`config.mk`:
```
export PLATFORM = sky130hd
export DESIGN_NAME = imm_ext_arbiter
export DESIGN_NICKNAME = d
export VERILOG_FILES = /design/src/rtl/imm_ext_arbiter.sv
export SDC_FILE = /design/constraint.sdc
export NUM_CORES = 1
export LEC_CHECK = 0
export ABC_AREA = 1
export BUFFER_PORTS_ARGS = -buffer_cell sky130_fd_sc_hd__buf_2
export CORE_AREA = 4 4 90 75
export DETAILED_ROUTE_END_ITERATION = 8
export DIE_AREA = 0 0 94 79
export PLACE_DENSITY = 0.79
export SYNTH_ARGS = -nofsm -noshare
export SYNTH_HDL_FRONTEND = slang
export SYNTH_SLANG_ARGS = --single-unit
```
`constraint.sdc`:
```
create_clock -name clk -period 1.5 [get_ports clk]
set_clock_uncertainty 0.05 [all_clocks]
set_input_delay 0.075 -clock clk [delete_from_list [all_inputs] [get_ports clk]]
set_output_delay 0.075 -clock clk [all_outputs]
set_load 0.005 [all_outputs]
```
`src/rtl/imm_ext_arbiter.sv`:
```
// Two-requester round-robin arbiter feeding one shared immediate-extension unit.
// The result sits in a single-entry output register with valid/ready handshake.
module imm_ext_arbiter #(
  parameter bit FIRST_GRANT = 1'b0
) (
  input  logic        clk,
  input  logic        rst_n,
  input  logic        req0_valid,
  input  logic [1:0]  req0_mode,
  input  logic [15:0] req0_imm,
  output logic        req0_ready,
  input  logic        req1_valid,
  input  logic [1:0]  req1_mode,
  input  logic [15:0] req1_imm,
  output logic        req1_ready,
  output logic        out_valid,
  output logic [31:0] out_data,
  output logic        out_id,
  input  logic        out_ready,
  output logic [15:0] ext_count
);

  localparam int unsigned IMM_W  = 16;
  localparam int unsigned DATA_W = 32;
  localparam int unsigned CNT_W  = 16;

  typedef enum logic {
    EMPTY = 1'b0,
    FULL  = 1'b1
  } outState_t;

  outState_t           state;
  logic                lastGrant;
  logic                grantId;
  logic                canAccept;
  logic                accept;
  logic [1:0]          selMode;
  logic [IMM_W-1:0]    selImm;
  logic [DATA_W-1:0]   extData;
  logic [DATA_W-1:0]   outData;
  logic                outId;
  logic [CNT_W-1:0]    extCount;

  assign out_valid = (state == FULL);
  assign out_data  = outData;
  assign out_id    = outId;
  assign ext_count = extCount;

  assign canAccept = !out_valid || out_ready;

  // Lone requester wins; under contention the one not granted last wins.
  always_comb begin
    grantId = !lastGrant;
    if (req0_valid && !req1_valid) begin
      grantId = 1'b0;
    end else if (!req0_valid && req1_valid) begin
      grantId = 1'b1;
    end
  end

  assign accept     = rst_n && canAccept && (req0_valid || req1_valid);
  assign req0_ready = accept && !grantId;
  assign req1_ready = accept && grantId;

  assign selMode = grantId ? req1_mode : req0_mode;
  assign selImm  = grantId ? req1_imm  : req0_imm;

  // Shared extension datapath.
  always_comb begin
    extData = '0;
    case (selMode)
      2'b00:   extData = {{16{selImm[15]}}, selImm};
      2'b01:   extData = {16'h0000, selImm};
      2'b10:   extData = {selImm, 16'h0000};
      default: extData = {{14{selImm[15]}}, selImm, 2'b00};
    endcase
  end

  // Output register FSM, grant pointer and transfer counter.
  always_ff @(posedge clk) begin
    if (!rst_n) begin
      state     <= EMPTY;
      outData   <= '0;
      outId     <= 1'b0;
      extCount  <= '0;
      lastGrant <= !FIRST_GRANT;
    end else begin
      if (out_valid && out_ready) begin
        extCount <= extCount + CNT_W'(1);
      end
      if (accept) begin
        state     <= FULL;
        outData   <= extData;
        outId     <= grantId;
        lastGrant <= grantId;
      end else if (out_ready) begin
        state <= EMPTY;
      end
    end
  end

endmodule

```
### Word-level counts from Yosys, hierarchy flattened

Cells that the tools add are included.

* output and inout port bits: 52
* input bits: 41
* register bits after elaboration: 51

* equal/unequal tests: 2
* mux-type cells: 7
* reductions and logical operators: 16
* add/sub/neg operators: 1

Operators with widths (number)
* $pmux 32 s3: 1
* $add 16x1->16 const B: 1
* $mux 16: 1
* $logic_and 1x1->1: 7
* $logic_not 1->1: 5
* $mux 1: 4
* $eq 2x1->1 const B: 1
* $eq 2x2->1 const B: 1
* $logic_not 2->1: 1
* $logic_or 1x1->1: 2
* $mux 2: 1
* $reduce_bool 2->1: 1

### Longest topological paths before layout

Gate-level depths: netlist (run 1).

* word-level depth: 7
* depth in mapped cells: 11

### Worst setup path after synthesis (run 1)

Ideal clock, no wire load.

* kind: reg-to-reg
* start: reg state (netlist: out_valid)
* end: reg extCount[13] (netlist: ext_count[13])
* cell stages (with the launch flop): 8
* path buffers: 0
* period minus slack after synthesis: 1.393 ns
* required time: 1.334 ns
* data arrival time: 1.227 ns
* path slack: 0.107 ns
* library setup time: 0.116 ns
* cells stage by stage: dfxtp_1 -> nand2_2 -> nor2_1 -> nand3_1 -> nor2_4 -> nand3_1 -> o21ai_0 -> nor2_1

* cells in the longest elaborated chain, start to end: 1

RTL lines
* start: declaration: RTL line 32 `outState_t state;`
* start signal: assignment: RTL line 82 `state <= EMPTY;`
* start signal: assignment: RTL line 92 `state <= FULL;`
* start signal: assignment: RTL line 97 `state <= EMPTY;`
* $logic_and 1x1->1: RTL line 88 `if (out_valid && out_ready) begin`
* end signal: assignment: RTL line 89 `extCount <= extCount + CNT_W'(1);`
* end: declaration: RTL line 42 `logic [CNT_W-1:0] extCount;`

No other way between the ends.
A chain may end at the register's enable or synchronous reset.

### Worst setup path after layout (run 1)

* start: reg lastGrant
* end: reg outData[14] (netlist: out_data[14])

* cells in the longest elaborated chain, start to end: 6
* elaborated cells between the ends (all ways): 9
* those cells by class: eq/ne (2); mux (5); reduce/logical (2)

RTL lines
* start: declaration: RTL line 33 `logic lastGrant;`
* start signal: assignment: RTL line 86 `lastGrant <= !FIRST_GRANT;`
* start signal: assignment: RTL line 95 `lastGrant <= grantId;`
* $logic_not 1->1 *: RTL line 53 `grantId = !lastGrant;`
* $mux 1 *: RTL line 56 `end else if (!req0_valid && req1_valid) begin`
* $mux 1 *: RTL line 54 `if (req0_valid && !req1_valid) begin`
* $mux 2: RTL line 65 `assign selMode = grantId ? req1_mode : req0_mode;`
* $eq 2x2->1 (tied with other cells): RTL line 71 `case (selMode)`
* $pmux 32 s3 *: RTL line 71
* end signal: assignment: RTL line 93 `outData <= extData;`
* end: declaration: RTL line 40 `logic [DATA_W-1:0] outData;`

Every way passes the cells marked *; elsewhere a longest branch is shown, timed or not.

==> results summary, run 1 <==
Counting flops and latches in the post-synthesis netlist gives 51. The area growth from synthesis to layout is 44.56%. The mean instance size in the synthesized netlist is 6.354 um^2.

CTS saw 51 sinks. The adder-cell area share of the yosys netlist came out at 0.004281. The internal portion of total power is 2279 uW. The die extent in x came out at 94 um.

Dividing the final minimum period by the clock period gives 1.061. The clock transition at the registers of the reported paths is about 0.09 ns. The standard cell area after detailed placement came out at 3538 um^2. The detailed-router iteration count before antenna repair is 5. The kind of cell with the highest combined delay along the critical path is simple AND/OR/NAND/NOR gates.

The detailed router finished its first iteration with 379 violations. The routed design could run at a clock period as short as 1.592 ns. The arrival time of data at the critical path endpoint came out at approximately 1.8 ns.

The net count of the mapped netlist is 502. The final-report hold violation count came out at 0. The minimum setup slack among reg-to-reg paths came out at -0.09 ns.

Yosys printed 0 warnings. The maximum level of the CTS H-tree came out at 2. The fraction of layout instances using a drive strength above 1 came out at 0.4131. The post-route cell area is 4225 um^2. The area fraction in compound gates after synthesis is 0.04623. The clock latency on the worst-skew pair came out at 0.31 ns.

The path class of the tightest hold or removal check is primary input to register. In this run, post-CTS hold repair placed 0 buffers. In this run the core area contains 25 standard-cell rows.

The detail route stage leaves a number of antenna-violating nets equal to 0. The worst setup path is of the register to register kind. The checks that failed: setup timing.

The buffer depth of the longest clock path came out at 2. The required time at the worst-slack endpoint is around 1.7 ns. The number of port buffers came out at 92. The number of CTS-inserted buffers came out at 5. The worst slew slack as a fraction of its limit is 0.5323. The core box area came out at 5818 um^2. Of the synthesized area, sequential elements account for 0.3493. Tracing the worst setup path back leads to its startpoint at lastGrant. Counting both buffers and inverters, the worst setup path holds a total of 1. The stage delay of the slowest cell on the critical path is 0.36 ns. The flow ran to the end, but the final reports show violations. The number of unique standard cell types used by synthesis came out at 27. In the layout the commonest cells are 125 x sky130_fd_sc_hd__nand2_1, 92 x sky130_fd_sc_hd__buf_2, 55 x sky130_fd_sc_hd__nor2_1. The total track usage is 0.2414. In the post-route analysis, the smallest setup slack over all paths is -0.09167 ns. 93 I/O pins were placed. The pin count of the biggest net entering global routing came out at 32. On the critical path, the stage with the largest delay is an instance of sky130_fd_sc_hd__dfxtp_2. The first global-routing pass estimated between 10 and 15 mm of wire.

The analysis attributes to cell leakage a power of 0.002213 uW. Using the TritonRoute via totals, the vias-per-cell ratio works out to 5.427. The die outline area came out at roughly 7400 um^2. Summed over all layers, the routed wires come to 10.24 mm. The power density relative to cell area is about 830 nW/um^2. The category of the worst setup path launch point is a register. Global routing finished with a remaining overflow of 0. The final max-slew violation count is 0.

The library cell used most frequently in the layout, excluding fill and tap cells, is sky130_fd_sc_hd__nand2_1. In this run the worst setup path terminates at out_data[14]. Dividing the detail-routed wire length by the instance count gives roughly 15 um. The post-detailed-route DRC marker count is 0. The count of endpoints failing setup in the final report is 25.

Setup repair after global routing could not meet its margin everywhere. The number of violations of the max-capacitance limit is 0. The number of antenna diodes in the final layout is 0. The setup TNS is -1.017 ns. The HPWL after detailed placement came out at 5.958 mm. The number of global-route vias before repair came out at approximately 3100.

The worst-case IR drop observed on VDD is 0.5876 mV. The logic gate share of total power is 0.337. The timing-limited maximum frequency came out at 0.6283 GHz. The critical path crosses 11 cells after its start point. The root buffer cell chosen for the clock tree is sky130_fd_sc_hd__clkbuf_8. Traced cell by cell, the critical path runs through nand2_2 > nand2_4 > nand2_8 > nand2_2 > nand2_4 > nor2_4 > clkbuf_16 > nand2_4 > nand2_2 > nor2_2 > nor2_1. The share of the synthesized netlist area taken by xor and xnor gates came out at 0.

The total via count in the routed design is roughly 3600. The startpoint identified for the worst hold timing path is out_ready. The number of standard cells after synthesis is 460. The height of the die came out at 79 um. By area, the combinational part of the netlist is dominated by simple AND/OR/NAND/NOR gates. The number of antenna violations at the first check in global routing was 0. The net load switching power is 1210 uW. The synthesized-area fraction occupied by and/or/nand/nor cells is 0.4979.

The portion of synthesized area spent on multiplexers is 0. The clock share of power came out at 0.231. The initial cell density of the core came out at 0.5024. The maximum fanout along the worst path came out at 7. The switching part of the total is 0.3468. Before CTS, the worst setup slack after placement is -0.008660 ns.

TritonCTS built the clock tree. The end-of-flow core utilization came out at 0.7262. The transition time at the pin with the least slew margin came out at 0.7008 ns. In this run the critical register-to-register path is captured at out_data[14]. The post-layout net count is 622. Of the total power, registers draw 0.433.

In this run the critical register-to-register path is launched from lastGrant. The endpoint class of the critical path is a register. The final estimated routing congestion in global placement is 0.8890. The cell area after technology mapping came out at 2923 um^2. The worst reg2reg path depth came out at 11. The fill cell total of the finished layout is about 470.
==> per-stage QoR <==
| stage | total power (uW) | instances | hold slack [ns] |
|---|---|---|---|
| 5_1_grt | 3676 | 662 | 0.08465 |
| 6_report | 3489 | 662 | 0.04615 |
| 2_1_floorplan | 2104 | 460 | 0.2064 |
| 3_3_place_gp | 2388 | 633 | 0.3342 |
| 3_5_place_dp | 2405 | 633 | 0.3483 |
| 4_1_cts | 3306 | 653 | 0.04331 |
==> sequential cells by signal (all words and copies together) (netlist names) <==
| name | count |
|---|---|
| lastGrant | 1 |
| out_data | 32 |
| out_id | 1 |
| out_valid | 1 |
| ext_count | 16 |
==> cell type report <==
| type | instances | area (um^2) | area share |
|---|---|---|---|
| clock buffers | 5 | 68.82 | 0.01629 |
| clock inverters | 3 | 18.77 | 0.004442 |
| inverters | 40 | 152.6 | 0.03613 |
| multi-input cells | 349 | 1889 | 0.4471 |
| flip-flops and latches | 51 | 1026 | 0.2428 |
| well taps | 81 | 101.3 | 0.02399 |
| repair buffers | 133 | 968.4 | 0.2292 |
==> metal layers <==
| metal | GRT usage | up-vias | wire, um | share of wire |
|---|---|---|---|---|
| met5 | 0 | - | 0 | 0 |
| met4 | 0.06638 | 0 | 407 | 0.040 |
| met3 | 0.05398 | 54 | 944 | 0.092 |
| met2 | 0.4054 | 232 | 4920 | 0.48 |
| met1 | 0.3116 | 1644 | 3965 | 0.39 |
| li1 | - | 1663 | - | - |
==> power groups by stage <==
stage | combinational [uW] | sequential (uW) | clock [uW]
2_1_floorplan | 560 | 1540 | 0
6_report | 1170 | 1510 | 805
4_1_cts | 978 | 1500 | 823
3_3_place_gp | 857 | 1530 | 0
3_5_place_dp | 870 | 1540 | 0
5_1_grt | 1260 | 1520 | 893
==> worst min-delay path, cell delays in order <==
cell	delay (ns)
sky130_fd_sc_hd__buf_2	0.11
sky130_fd_sc_hd__inv_1	0.06
sky130_fd_sc_hd__nand2_4	0.08
sky130_fd_sc_hd__a21oi_1	0.05
==> cells in the mapped netlist <==
| cell type | instances | share of area |
|---|---|---|
| sky130_fd_sc_hd__nand2_1 | 156 | 0.20 |
| sky130_fd_sc_hd__nor2_1 | 68 | 0.087 |
| sky130_fd_sc_hd__dfxtp_1 | 51 | 0.35 |
| sky130_fd_sc_hd__nand3_1 | 45 | 0.077 |
| sky130_fd_sc_hd__inv_1 | 39 | 0.050 |
| sky130_fd_sc_hd__nor2_2 | 20 | 0.043 |
| sky130_fd_sc_hd__a21oi_1 | 14 | 0.024 |
| sky130_fd_sc_hd__o21ai_0 | 10 | 0.017 |
| sky130_fd_sc_hd__nand2_2 | 9 | 0.019 |
| sky130_fd_sc_hd__clkbuf_1 | 7 | 0.0090 |
| sky130_fd_sc_hd__buf_6 | 6 | 0.023 |
| sky130_fd_sc_hd__nor3_1 | 6 | 0.010 |
| sky130_fd_sc_hd__buf_2 | 5 | 0.0086 |
| sky130_fd_sc_hd__buf_4 | 4 | 0.010 |
| sky130_fd_sc_hd__nor2_4 | 4 | 0.015 |
| sky130_fd_sc_hd__nand2_4 | 3 | 0.012 |
| sky130_fd_sc_hd__nand4_1 | 2 | 0.0043 |
| sky130_fd_sc_hd__nor3b_1 | 2 | 0.0051 |
| sky130_fd_sc_hd__a21o_1 | 1 | 0.0026 |
| sky130_fd_sc_hd__and3_1 | 1 | 0.0021 |
| sky130_fd_sc_hd__ha_1 | 1 | 0.0043 |
| sky130_fd_sc_hd__inv_2 | 1 | 0.0013 |
| sky130_fd_sc_hd__nand3_4 | 1 | 0.0060 |
| sky130_fd_sc_hd__nand3b_1 | 1 | 0.0026 |
| sky130_fd_sc_hd__nand3b_4 | 1 | 0.0068 |
| sky130_fd_sc_hd__nor2_8 | 1 | 0.0068 |
| sky130_fd_sc_hd__o211ai_1 | 1 | 0.0026 |
==> timing repair <==
action / 4_1_cts / 5_1_grt
setup buffers: 8 / 6
pin swaps: 8 / 38
setup endpoints to repair: 7 / 39
cloned: 4 / 3
gates resized for setup: 22 / 79
endpoints found under the hold margin: 0 / 0
==> how the worst min path moves through the flow <==
stage | end | slack, ns | depth (start not counted)
after floorplan | out_valid | 0.21 | 3
after global placement | out_valid | 0.33 | 4
after global routing | out_valid | 0.08 | 4
after CTS | out_valid | 0.04 | 4
final | out_valid | 0.05 | 4
after detailed placement | out_valid | 0.35 | 4
==> kinds of logic after synthesis <==
| logic type | count (synthesis) |
|---|---|
| flip-flops | 51 |
| AO/OA/AOI/OAI | 26 |
| AND/OR/NAND/NOR | 320 |
| adder cells (fa/ha/maj) | 1 |
| buffers and inverters | 62 |
(Power assumes the default switching activity.)
==> inputs of run 2 (changes only) <==
--- a/config.mk
+++ b/config.mk
@@ -14,3 +14,4 @@
 export SYNTH_ARGS = -nofsm -noshare
 export SYNTH_HDL_FRONTEND = slang
 export SYNTH_SLANG_ARGS = --single-unit
+export TNS_END_PERCENT = 30
==> run 2 against run 1 <==
Net effect:
- the flow still finishes with violations (setup timing)
- non-clock buffer count down 4
- hold slack worse by 0.0013 ns
- worst setup slack lost 0.021 ns
==> results summary, run 2 (same netlist as run 1, synthesis figures left out) <==
The run finished, with violations left. The final reports fail on setup timing. For this design the static power due to leakage is around 0.0022 uW. The worst reg2reg path depth came out at 10.

For hold timing, the worst endpoint is out_valid. The slowest stage cell on the critical path is sky130_fd_sc_hd__dfxtp_2. The setup TNS is -1.336 ns. TritonCTS built the clock tree. The height of the die is 79 um.

The routed design has 9.966 mm of wire. In the finished design, the share of the clock period the worst path needs comes to 1.075. The maximum level of the CTS H-tree is 2. The final setup slack of the worst path is -0.1130 ns. The time the final worst path needs with I/O delays and setup came out at 1.613 ns. The fill cell total of the finished layout came out at 500. The buffer depth of the longest clock path is 2.

The worst setup path is captured at a register. Hold timing on the final database bottoms out at a slack of 0.04481 ns. The final-report hold violation count is 0. For this run, the total global-route usage over all layers was measured as 0.2391.

Setup repair after global routing could not meet its margin everywhere. The core box area came out at 5818 um^2. The final estimated routing congestion in global placement came out at 0.8890.

The initial cell density of the core came out at 0.5024. The minimum setup slack among reg-to-reg paths is -0.11 ns. The clock transition at the registers of the reported paths is 0.10 ns. The maximum fanout along the worst path came out at 7. Leaving out fill and tap cells, the most frequent cells in the layout are 129 x sky130_fd_sc_hd__nand2_1, 92 x sky130_fd_sc_hd__buf_2, 57 x sky130_fd_sc_hd__nor2_1. The worst register-to-register path begins at lastGrant. The flip-flop count of the largest register, all copies and words added is 32.

The root buffer cell chosen for the clock tree is sky130_fd_sc_hd__clkbuf_8. For the worst setup path, the data required time is around 1.6 ns. The worst setup path is launched from a register.

The repair_antennas step left the layout with diodes totalling 0. The number of antenna violations at the first check in global routing was 0. The total via count in the routed design came out at 3490. The worst-case IR drop observed on VDD is 0.5753 mV. Grouping stages by cell kind, the critical path spends the most delay in simple AND/OR/NAND/NOR gates. Once detailed placement completed, the half-perimeter wirelength came to 5.958 mm.

Counting instances, the worst hold path has a depth of 4. Clock latency on the worst-skew pair, taken at its later pin, is between 0.3 and 0.4 ns. The end-of-flow core utilization came out at 0.7052. In this run the most critical hold path is launched from out_ready. The post-layout net count came out at 617.

In this run the worst hold path is classified as primary input to register. Traced cell by cell, the critical path runs through nand2_2 > nand2_4 > nand3_1 > nand2_4 > nor2_4 > buf_12 > nand2_4 > nand2_2 > nor2_1 > nor2_1. The number of port buffers came out at 92. The number of global-route vias before repair came out at 3028. The die extent in x came out at 94 um.

The count of buffering cells on the critical path with inverters included is 1. The number of placement rows is 25. The first routing iteration left 336 violations. The stage delay of the slowest cell on the critical path came out at 0.37 ns. Among the stages of the critical path, the cell type that occurs most often is sky130_fd_sc_hd__nand2_4. Leaving out fill and tap cells, the most frequent cell in the layout is sky130_fd_sc_hd__nand2_1. The I/O pin count came out at 93. The detailed-router iteration count before antenna repair came out at 5. The fraction of layout instances using a drive strength above 1 came out at 0.3906. The worst register-to-register path ends at out_data[3]. The final max-slew violation count came out at 0. The via-per-instance ratio came out at 5.312. The timing-limited maximum frequency is roughly 0.62 GHz. The worst slack after detailed placement is -0.008660 ns. The pin count of the biggest net entering global routing came out at 32. The wire length of the first global-routing pass came out at 14.19 mm. The arrival time of data at the critical path endpoint came out at 1.74 ns. The number of violations of the max-capacitance limit came out at 0. In the routed design, unresolved DRC markers number 0. The instance count on the critical path is 10. The count of endpoints failing setup in the final report is 26. The number of CTS-inserted buffers came out at 5.

The number of nets still failing antenna checks after routing came out at 0. The worst slew slack as a fraction of its limit is 0.5474. The transition time at the pin with the least slew margin came out at roughly 0.68 ns. The wire length per cell after detailed routing came out at around 15 um. The total congestion overflow after global routing is 0. The number of clock sinks came out at 51. The die outline area came out at 7426 um^2. The power density relative to cell area is 839.8 nW/um^2.

The area growth from synthesis to layout came out at 40.37%. The critical path is of the register to register type.
## run 2: area by class of cell
type	instances	area, um^2	share of cell area
clock inverter	3	18.77	0.004575
clock buffer	5	68.82	0.01677
inverter	40	152.6	0.03721
tap	81	101.3	0.02470
timing repair buffer	129	909.6	0.2217
multi-input combinational	348	1826	0.4450
sequential	51	1026	0.2501
## run 2: worst max-delay path by stage
| stage | slack [ns] | from | to |
|---|---|---|---|
| after floorplan | 0.11 | out_valid | ext_count[13] |
| after global placement | 0.06 | lastGrant | out_data[20] |
| after detailed placement | -0.009 | ext_count[4] | ext_count[13] |
| after CTS | -0.04 | out_valid | req1_ready |
| after global routing | -0.16 | lastGrant | out_data[10] |
| final | -0.11 | lastGrant | out_data[3] |
## run 2: through the flow
| step | cell area (um^2) | total power, uW | cells |
|---|---|---|---|
| after CTS | 3842 | 3295 | 652 |
| final | 4103 | 3446 | 657 |
| after global routing | 4103 | 3637 | 657 |
| after global placement | 3538 | 2388 | 633 |
| after floorplan | 2923 | 2104 | 460 |
| after detailed placement | 3538 | 2405 | 633 |
## run 2: per-layer routing
layer,global-route usage,vias up,share of wire
li1,-,1648,-
met1,0.3103,1549,0.37
met2,0.3990,234,0.48
met3,0.05398,59,0.10
met4,0.06638,0,0.048
met5,0,-,0
## run 2: repair_timing
item / 4_1_cts / 5_1_grt
resized for setup: 22 / 62
gates cloned: 3 / 2
buffers inserted: 8 / 3
hold buffers: 0 / 0
pin swaps: 6 / 27
setup endpoints to repair: 7 / 39
## run 2: tightest hold or removal path, delay by kind of cell
family                 cells  cell delay, ns
and+or+nand+nor            1            0.08
buffers and inverters      2            0.17
AOI/OAI and AO/OA          1            0.05
## run 2: power breakdown
part | switching, uW | total (uW) | leakage, uW | internal [uW]
clock network | 480 | 809 | 0.0000483 | 329
registers | 51.9 | 1510 | 0.000419 | 1460
logic | 655 | 1130 | 0.00169 | 473
total | 1190 | 3450 | 0.00216 | 2260
==> inputs of run 3 (changes only) <==
--- a/config.mk
+++ b/config.mk
@@ -10,6 +10,7 @@
 export CORE_AREA = 4 4 90 75
 export DETAILED_ROUTE_END_ITERATION = 8
 export DIE_AREA = 0 0 94 79
+export HOLD_SLACK_MARGIN = 0.1
 export PLACE_DENSITY = 0.79
 export SYNTH_ARGS = -nofsm -noshare
 export SYNTH_HDL_FRONTEND = slang
==> run 3 against run 2 <==
Net effect:
- the flow still finishes with violations (setup timing)
- clock power decreased by 1%
- combinational power decreased by 6%
- largest power group unchanged
- fmax increased by 1.6%
- critical endpoint is now out_data[13]
==> results summary, run 3 (same netlist as run 1, synthesis figures left out) <==
The run finished, with violations left. The final reports fail on setup timing. The maximum fanout along the worst path came out at 7. The cell type with the highest occurrence count on the critical path is sky130_fd_sc_hd__nand2_4. The clock transition at the registers of the reported paths came out at 0.09 ns.

In this run the worst hold path is classified as primary input to register. The filler-free cell count of the finished design came out at 658. Measured on the finished design, the core utilization comes to 0.6929. The number of CTS-inserted buffers came out at 5. Setup repair after global routing could not meet its margin everywhere. Measured along the x axis, the die boundary spans 94 um. The number of port buffers came out at 92. The arrival time of data at the critical path endpoint came out at roughly 1.8 ns. The final layout contains routed wiring with a total length of between 9 and 10 mm. The count of endpoints failing setup in the final report came out at 29. The final estimated routing congestion in global placement is 0.8890. The worst-case IR drop observed on VDD is 0.5351 mV. The count of buffering cells on the critical path with inverters included came out at 4. The required time at the worst-slack endpoint came out at 1.69 ns. The number of placement rows came out at 25. The transition time at the pin with the least slew margin came out at 0.6974 ns. The number of global-route vias before repair came out at approximately 3000. The detail route stage leaves a number of antenna-violating nets equal to 0. The library cells used most frequently in the layout, excluding fill and tap cells, are 139 x sky130_fd_sc_hd__nand2_1, 92 x sky130_fd_sc_hd__buf_2, 61 x sky130_fd_sc_hd__nor2_1.

In the final layout, the share of cells above drive strength 1 is 0.3605. Entering global routing, the biggest net connects 32 pins. Summed over all layers, the global routing overflow is 0. The final setup slack of the worst path is -0.08739 ns. The area growth from synthesis to layout came out at 37.93%. Grouping stages by cell kind, the critical path spends the most delay in simple AND/OR/NAND/NOR gates. The buffer cell driving the clock tree root is sky130_fd_sc_hd__clkbuf_8. The I/O pin count is 93. The worst slack after detailed placement came out at -0.008660 ns. For this design the ratio of total power to cell area is 833.9 nW/um^2. The wire length of the first global-routing pass is 14.31 mm. The number of antenna repair diodes came out at 0. The number of violations of the max-capacitance limit came out at 0.

The wire length per cell after detailed routing is 13.82 um. The final-report hold violation count is 0. The worst setup path is captured at a register. The height of the die is ~79 um. The number of clock sinks is between 50 and 60. The type of the worst setup path is register to register.

The worst register-to-register path begins at out_valid. Leaving out fill and tap cells, the most frequent cell in the layout is sky130_fd_sc_hd__nand2_1. For this design the static power due to leakage is 0.002135 uW. The count of placed standard cells including taps came out at 633. Walking the worst path, the cells encountered are buf_6 > nand2_4 > nand2_4 > nor2_4 > inv_4 > buf_6 > nor2_4 > buf_12 > nand2_4 > nand2_2 > nor2_1 > nor2_1. Detailed routing inserted a total of 3335 vias. The clock latency on the worst-skew pair is about 0.31 ns. The final max-slew violation count came out at 0.

The critical path starts at out_valid. In the routed layout, each cell is associated on average with a via count of 5.068. The buffer depth of the longest clock path came out at 2. The number of violations reported at the end of detailed-routing iteration 0 is about 250. The flip-flop count of the largest register, all copies and words added came out at 32. The setup TNS is -1.181 ns. The timing-limited maximum frequency came out at 0.6300 GHz. STA classifies the critical path startpoint as a register. The die outline area came out at approximately 7400 um^2. The share of the clock period used by the worst path is 1.058. The H-tree was split into 2 levels. The worst slew slack as a fraction of its limit came out at 0.5346. The startpoint identified for the worst hold timing path is req1_imm[2]. The time the final worst path needs with I/O delays and setup came out at 1.587 ns.

The HPWL after detailed placement is 5.958 mm. The fill cell total of the finished layout came out at ~520. The post-detailed-route DRC marker count came out at 0. The number of antenna violations at the first check in global routing was 0. The total track usage came out at 0.2405. The initial cell density of the core came out at 0.5024.

The total area inside the core boundary comes to 5818 um^2. The stage delay of the slowest cell on the critical path is ~0.34 ns. TritonCTS built the clock tree. The slowest stage of the critical path is the sky130_fd_sc_hd__dfxtp_2 cell. The post-layout net count is 618. The first detailed-routing pass took 5 iterations.
==> run 3: cell types whose count changed in the layout (fill, tap and decap cells not counted), sizes merged <==
cell | previous run | this run
nor2 | 94 | 93
dlygate4sd3 | 0 | 2
==> run 3: timing repair <==
item | CTS | global route
hold buffers | 2 | 0
setup endpoints to repair | 7 | 39
gates cloned | 3 | 1
endpoints found under the hold margin | 1 | 0
buffers inserted | 8 | 3
pin swaps | 6 | 16
gates resized for setup | 22 | 38
==> run 3: layer usage <==
layer / up-vias / part of all wire / track usage
met3: 26 / 0.085 / 0.04735
met2: 153 / 0.48 / 0.3955
met5: - / 0 / 0
li1: 1650 / - / -
met1: 1506 / 0.41 / 0.3202
met4: 0 / 0.021 / 0.06926
==> run 3: tightest hold or removal path: stages <==
cell and delay [ns]:
sky130_fd_sc_hd__buf_2 0.08, sky130_fd_sc_hd__nand2_1 0.05, sky130_fd_sc_hd__nand2_2 0.11, sky130_fd_sc_hd__nand2_1 0.07, sky130_fd_sc_hd__nand3_1 0.09
==> run 3: power breakdown <==
part           internal (uW)  switching [uW]
Combinational            451             605
Clock                    329             471
Sequential              1460            50.1
==> run 3: worst paths after layout <==
check / endpoint / slack, ns / cells past startpoint
setup reg to reg: out_data[13] / -0.09 / 12
setup / recovery: out_data[13] / -0.09 / 12
hold reg to reg: out_data[1] / 0.42 / 2
hold / removal: out_data[2] / 0.14 / 5
==> run 3: final cells by class <==
class	count	area, um^2	share of cell area
repair buffers	131	918.4	0.2278
clock buffers	5	68.82	0.01707
flip-flops and latches	51	1025	0.2542
clock inverters	3	18.77	0.004655
multi-input cells	347	1747	0.4333
well taps	81	101.3	0.02514
inverters	40	152.6	0.03786
==> run 3: metrics by stage <==
step                power (uW)  hold slack (ns)  cell area [um^2]
finish                    3362           0.1426              4031
global route              3567           0.1539              4031
CTS                       3299           0.1277              3862
detailed placement        2405           0.3483              3538
global placement          2388           0.3342              3538
floorplan                 2104           0.2064              2923
